## config.mk

```make
export PLATFORM = sky130hd
export DESIGN_NAME = sdram_mem_tester
export DESIGN_NICKNAME = d
export VERILOG_FILES = /design/src/rtl/sdram_mem_tester.sv
export SDC_FILE = /design/constraint.sdc
export NUM_CORES = 1
export LEC_CHECK = 0
export ABC_AREA = 0
export CAP_MARGIN = 15
export CORE_AREA = 2 2 108 110
export CTS_CLUSTER_DIAMETER = 80
export DETAILED_ROUTE_END_ITERATION = 10
export DIE_AREA = 0 0 110 112
export HOLD_SLACK_MARGIN = 0.06
export SETUP_SLACK_MARGIN = 0.05
export SYNTH_ARGS = -nofsm -noshare
export SYNTH_HDL_FRONTEND = slang
export SYNTH_SLANG_ARGS = --single-unit
```

## constraint.sdc

```tcl
create_clock -name clk_i -period 2.76 [get_ports clk_i]
set_clock_uncertainty 0.15 [all_clocks]
set_input_delay 0.828 -clock clk_i [delete_from_list [all_inputs] [get_ports clk_i]]
set_output_delay 0.828 -clock clk_i [all_outputs]
set_load 0.05 [all_outputs]
```

## src/rtl/sdram_mem_tester.sv

```systemverilog
// Memory-test sequencer: writes an address-derived pattern over [BEGIN_ADDR, END_ADDR], reads it
// back and compares, then repeats with the inverted pattern. Reports pass/fail and first bad address.
module sdram_mem_tester #(
    parameter int unsigned            ADDR_WIDTH = 24,
    parameter int unsigned            DATA_WIDTH = 16,
    parameter logic [ADDR_WIDTH-1:0]  BEGIN_ADDR = '0,
    parameter logic [ADDR_WIDTH-1:0]  END_ADDR   = {ADDR_WIDTH{1'b1}}
) (
    input  logic                  clk_i,
    input  logic                  rst_i,
    input  logic                  start_i,
    output logic                  wr_o,
    output logic                  rd_o,
    output logic [ADDR_WIDTH-1:0] addr_o,
    output logic [DATA_WIDTH-1:0] data_o,
    input  logic [DATA_WIDTH-1:0] data_i,
    input  logic                  done_i,
    output logic                  busy_o,
    output logic                  pass_o,
    output logic                  fail_o,
    output logic [ADDR_WIDTH-1:0] err_addr_o,
    output logic [7:0]            progress_o
);

    typedef enum logic [2:0] {
        StIdle,
        StWrite,
        StWrGap,
        StRead,
        StRdGap,
        StPass,
        StFail
    } state_e;

    state_e                r_state, w_state_d;
    logic                  r_inv, w_inv_d;
    logic [ADDR_WIDTH-1:0] r_addr, w_addr_d;
    logic [ADDR_WIDTH-1:0] r_err, w_err_d;
    logic [DATA_WIDTH-1:0] r_data, w_data_d;
    logic                  r_wr, w_wr_d;
    logic                  r_rd, w_rd_d;
    logic                  r_busy, w_busy_d;
    logic                  r_pass, w_pass_d;
    logic                  r_fail, w_fail_d;
    logic [7:0]            r_progress, w_progress_d;

    logic [ADDR_WIDTH-1:0] w_addr_inc;
    logic                  w_last;
    logic [DATA_WIDTH-1:0] w_expect;
    logic                  w_match;

    function automatic logic [DATA_WIDTH-1:0] pattern(input logic [DATA_WIDTH-1:0] a,
                                                     input logic inv);
        pattern = inv ? ~a : a;
    endfunction

    assign w_addr_inc = r_addr + ADDR_WIDTH'(1);
    assign w_last     = (r_addr == END_ADDR);
    assign w_expect   = pattern(r_addr[DATA_WIDTH-1:0], r_inv);
    assign w_match    = (data_i == w_expect);

    always_comb begin
        w_state_d = r_state;
        w_inv_d   = r_inv;
        w_addr_d  = r_addr;
        w_err_d   = r_err;

        unique case (r_state)
            StIdle, StPass, StFail: begin
                if (start_i) begin
                    w_state_d = StWrite;
                    w_addr_d  = BEGIN_ADDR;
                    w_inv_d   = 1'b0;
                    w_err_d   = '0;
                end
            end
            StWrite: begin
                if (done_i) begin
                    w_state_d = StWrGap;
                end
            end
            StWrGap: begin
                if (w_last) begin
                    w_addr_d  = BEGIN_ADDR;
                    w_state_d = StRead;
                end else begin
                    w_addr_d  = w_addr_inc;
                    w_state_d = StWrite;
                end
            end
            StRead: begin
                // Compare on the done edge so a mismatch lands in FAIL with no extra cycle.
                if (done_i) begin
                    if (w_match) begin
                        w_state_d = StRdGap;
                    end else begin
                        w_err_d   = r_addr;
                        w_state_d = StFail;
                    end
                end
            end
            StRdGap: begin
                if (w_last) begin
                    if (!r_inv) begin
                        w_inv_d   = 1'b1;
                        w_addr_d  = BEGIN_ADDR;
                        w_state_d = StWrite;
                    end else begin
                        w_state_d = StPass;
                    end
                end else begin
                    w_addr_d  = w_addr_inc;
                    w_state_d = StRead;
                end
            end
            default: begin
                w_state_d = StIdle;
            end
        endcase

        // Outputs are registered from the next state so requests appear on the entry edge.
        w_wr_d       = (w_state_d == StWrite);
        w_rd_d       = (w_state_d == StRead);
        w_busy_d     = (w_state_d == StWrite) || (w_state_d == StWrGap) ||
                       (w_state_d == StRead)  || (w_state_d == StRdGap);
        w_pass_d     = (w_state_d == StPass);
        w_fail_d     = (w_state_d == StFail);
        w_data_d     = pattern(w_addr_d[DATA_WIDTH-1:0], w_inv_d);
        w_progress_d = w_addr_d[ADDR_WIDTH-1 -: 8];
    end

    always_ff @(posedge clk_i) begin
        if (rst_i) begin
            r_state    <= StIdle;
            r_inv      <= 1'b0;
            r_addr     <= '0;
            r_err      <= '0;
            r_data     <= '0;
            r_wr       <= 1'b0;
            r_rd       <= 1'b0;
            r_busy     <= 1'b0;
            r_pass     <= 1'b0;
            r_fail     <= 1'b0;
            r_progress <= '0;
        end else begin
            r_state    <= w_state_d;
            r_inv      <= w_inv_d;
            r_addr     <= w_addr_d;
            r_err      <= w_err_d;
            r_data     <= w_data_d;
            r_wr       <= w_wr_d;
            r_rd       <= w_rd_d;
            r_busy     <= w_busy_d;
            r_pass     <= w_pass_d;
            r_fail     <= w_fail_d;
            r_progress <= w_progress_d;
        end
    end

    assign wr_o       = r_wr;
    assign rd_o       = r_rd;
    assign addr_o     = r_addr;
    assign data_o     = r_data;
    assign busy_o     = r_busy;
    assign pass_o     = r_pass;
    assign fail_o     = r_fail;
    assign err_addr_o = r_err;
    assign progress_o = r_progress;

endmodule

```

Word-level counts from Yosys, hierarchy flattened:

Cells that the tools add are included.
W data, S select, Z words.

* register bits after elaboration: 81
* bits of input ports: 20
* output and inout bits: 77
* logic and storage cells: 60

* $add $sub $neg: 1
* eq/ne operators: 17
* multiplexer cells: 22
* bitwise operators: 2
* reductions and logical operators: 7

Operators by type and width (number)
* $mux W24: 7
* $pmux W24 S3: 1
* $pmux W24 S2: 1
* $mux W16: 2
* $not A16 Y16: 2
* $add A24 B1 Y24 const B: 1
* $eq A24 B24 Y1 const B: 1
* $eq A3 B3 Y1 const B: 6
* $eq A16 B16 Y1: 1
* $mux W3: 5
* $pmux W3 S5: 1
* $eq A3 B2 Y1 const B: 4
* $eq A3 B1 Y1 const B: 2
* $ne A2 B2 Y1 const B: 3
* $mux W2: 2
* $reduce_and A4 Y1: 1
* $logic_not A3 Y1: 1
* $logic_or A1 B1 Y1: 3
* $reduce_or A3 Y1: 1
* $mux W1: 2
* $pmux W1 S2: 1
* $reduce_bool A2 Y1: 1

Depth between registers and ports, before layout:

* depth after elaboration: 10
* depth in mapped cells: 9
* gate-level depth less buffers: 7

Least setup slack after synthesis:

OpenSTA, ideal clock, no wires.

* kind: reg-to-reg
* start: register r_addr[12], in the netlist addr_o[12]
* end: register r_err[4], in the netlist err_addr_o[4]
* library setup time: 61 ps
* data arrival time: 2527 ps
* required time: 2549 ps
* slack: 22 ps
* cell stages (with the launch flop): 9
* path buffers: 1
* period minus slack after synthesis: 2738 ps
* path through: dfxtp_1 > ha_1 > xor2_1 > nor4_1 > and3_1 > nand3_1 > a21oi_1 > clkbuf_1 > a22o_1

* cells in the longest elaborated chain, start to end: 5

RTL lines
* start: declaration: RTL line 37 `logic [ADDR_WIDTH-1:0] r_addr, w_addr_d;`
* start signal: assignment: RTL line 148 `r_addr <= w_addr_d;`
* $not A16 Y16: RTL line 54 `pattern = inv ? ~a : a;`
* $mux W16 (*): RTL line 54
* $eq A16 B16 Y1 (*): RTL line 60 `assign w_match = (data_i == w_expect);`
* $ne A2 B2 Y1 (no line) (*)
* $reduce_and A4 Y1 (no line) (*)
* end signal: assignment: RTL line 149 `r_err <= w_err_d;`
* end: declaration: RTL line 38 `logic [ADDR_WIDTH-1:0] r_err, w_err_d;`

Every way passes the cells marked *; elsewhere a longest branch is shown, timed or not.
A chain may end at the register's enable or synchronous reset.

==> qor.tcl <==
set qor(final_nets) 566
set qor(worst_setup_hold_path_clk_slew_ns) 0.06
set qor(most_frequent_cell_after_synthesis) {dfxtp_1}
set qor(worstPathRequired_ns) 1.78
set qor(worst_r2r_startpoint) {addr_o[13]}
set qor(met3_demand_to_capacity_share_in_global_routing_pct) 2.69
set qor(fp.dieArea_mm2) 0.0123
set qor(antenna_violating_nets_remaining) 0
set qor(gpl.final_weighted_congestion) 0.929
set qor(synth.yosys.warnings) 0
set qor(io_pins) 97
set qor(grt_util_met1_pct) 27.8
set qor(fp-row-count) 39
set qor(finalSetupViolCount) 0
set qor(number_of_diodes) 0
set qor(grt_overflow) 0
set qor(antenna_found_initial) 0
set qor(worst_setup_path_start_kind) {register}
set qor(async_flop_share_pct) 0
set qor(netlist.top_cell.by_area) {dfxtp_1}
set qor(place_hpwl_um) 8800
set qor(cts_buffers) 9
set qor(synth.cell_area_mm2) 0.00379
set qor(core_area_mm2) 0.0112
set qor(layout_overhead_on_the_synthesized_area_pct) 45.3
set qor(post_synth_num_cell_types) 59
set qor(route.final.wire_length_um) 11700
set qor(clk_latency_ns) 0.34
set qor(synth_top_cells_by_count) {73 x dfxtp_1, 35 x nor2_1, 32 x a22o_1}
set qor(timing_max_transition_violations_final) 0
set qor(detail_route.wl_per_cell_um) 17.3
set qor(io_buffer_count) 96
set qor(clkSinkCount) 73
set qor(layout_worst_path_cycle_share_pct) 96.6
set qor(finalCriticalPeriod_ns) 2.67
set qor(cts_tree) {yes}
set qor(drt_pre_antenna_iters) 5
set qor(floorplan.initialDensity_pct) 33.9
set qor(r2r_setup_slack_ns) 0.18
set qor(worstRegToRegCells) 10
set qor(die_w_um) 110
set qor(netlist_top_cells_area) {dfxtp_1 39%, a22o_1 7.4%, ha_1 5.6%}
set qor(layout_cell_share_with_drive_strength_beyond_1_pct) 16.1
set qor(hold_path_class) {reg -> reg}
set qor(cellPowerDensity_mw_per_mm2) 458
set qor(run_status) {completed}
set qor(worstPathBufferInverterCount) 1
set qor(gr-usage-all-layers_pct) 19.3
set qor(max_fo_critical_path) 7
set qor(grt.met2_usage_pct) 29.2
set qor(synth_edf_count) 0
set qor(maxSlewHeadroom_pct) 56.5
set qor(syn_nets) 450
set qor(yosysSeqAreaShare_pct) 38.5
set qor(final_ws_setup_ns) 0.0944
set qor(global_route.peak_usage_layer) {met2}
set qor(ys_seq_elements) 73
set qor(cp_num_cells) 1
set qor(avgSynthCellArea_um2) 9.18
set qor(timing.critical_path.arrival_ns) 1.69
set qor(critical-path-max-stage-delay_ns) 0.86
set qor(design_power_total_uw) 2520
set qor(cts-htree-levels) 3
set qor(setup_tns_ns) 0
set qor(hold_violations) 0
set qor(synthesis.instances) 413
set qor(setup_slack_placement_ns) -0.238
set qor(rr_endpoint) {err_addr_o[0]}
set qor(critical_path.endpoint_type) {primary output}
set qor(worstMarginPinSlew_ns) 0.652
set qor(cts_root_buffer) {clkbuf_16}
set qor(remaining_routing_drc_violations) 0
set qor(grt_max_degree) 25
set qor(crit_family) {buffers and inverters}
set qor(crit_end) {addr_o[16]}
set qor(ys.flop_type) {dfxtp_1}
set qor(grt_pass1_wl_um) 18300
set qor(die_height_um) 112
set qor(path_cells) {clkdlybuf4s50_1}
set qor(power.leakage_uw) 0.00237
set qor(yosys.area.top_type_share_pct) 38.5
set qor(routed_via_density) 5.43
set qor(max_freq_mhz) 375
set qor(first_global_vias) 3394
set qor(max-clock-path-buffers) 2
set qor(critical-path-slowest-cell) {clkdlybuf4s50_1}
set qor(vdd_drop_max_mv) 0.275
set qor(via_count) 3677
set qor(grt_setup_unrepaired) {yes}
set qor(critPathKind) {reg -> out}
set qor(cts.hold.buffers_added) 0
set qor(max_cap_violations) 0
set qor(drtIter0Drc) 353
## repair_timing
action,CTS,global route
setup buffers,0,3
pin swaps,0,3
gates resized for setup,7,15
setup endpoints to repair,7,54
hold endpoints to repair,0,0
## routing by layer
metal | share of wire (%) | vias to the layer above
met5 | 0 | -
met4 | 1.7 | 0
met3 | 6.9 | 16
met2 | 46 | 163
met1 | 45 | 1745
li1 | - | 1753
## how the worst min path moves through the flow
stage,startpoint,endpoint,slack [ns],cells past startpoint
final,err_addr_o[18],err_addr_o[18],0.32,1
after global routing,err_addr_o[22],err_addr_o[22],0.35,1
after CTS,err_addr_o[16],err_addr_o[16],0.33,1
after detailed placement,err_addr_o[18],err_addr_o[18],0.31,1
after global placement,err_addr_o[22],err_addr_o[22],0.32,1
after floorplan,r_state[2],r_state[0],0.50,2
## placed cells by master (no fill, tap or decap), drive strengths merged, types with 10 or more instances in the layout
cell type,netlist,routed
nand2,26,26
o21ai,13,13
nand4,10,10
dfxtp,73,73
clkdlybuf4s50,0,79
ha,17,17
buf,20,47
xnor2,13,13
nor2,35,35
nand3,10,10
a22o,32,32
mux2i,16,16
a21oi,27,27
## through the flow
| stage | hold slack, ns | std cells | utilization, % | cell area, µm² |
|---|---|---|---|---|
| floorplan | 0.496 | 413 | - | 3790 |
| global route | 0.346 | 677 | 49.3 | 5510 |
| CTS | 0.331 | 674 | 48.6 | 5430 |
| finish | 0.323 | 677 | 49.3 | 5510 |
| global placement | 0.317 | 658 | 45.7 | 5110 |
| detailed placement | 0.315 | 658 | 45.7 | 5110 |
## cell type report
cell class / instances / area, µm²
Clock buffer: 9 / 225
Clock inverter: 7 / 103
Fill cell: 1094 / 5660
Inverter: 5 / 18.8
Multi-Input combinational cell: 301 / 2160
Sequential cell: 73 / 1470
Tap cell: 143 / 179
Timing Repair Buffer: 139 / 1360
## logic make-up (layout without fill, tap and decap cells)
family	after synthesis	after routing	synth area share, %
buffers and inverters	39	160	5.48
multiplexers	17	17	4.52
adder cells (fa/ha/maj)	17	17	5.61
AND/OR/NAND/NOR	136	136	19.2
AO/OA/AOI/OAI	109	109	21.5
flip-flops	73	73	38.5
XOR/XNOR	22	22	5.08
## report_power, final
| part | total, µW | internal (µW) | leakage (µW) | switching, µW |
|---|---|---|---|---|
| combinational | 169 | 79.7 | 0.00162 | 89.0 |
| clock | 1290 | 803 | 0.000162 | 484 |
| sequential | 1070 | 1060 | 0.000591 | 8.25 |
| total | 2520 | 1940 | 0.00237 | 581 |
Note: power is estimated with default switching activity, not from simulation.
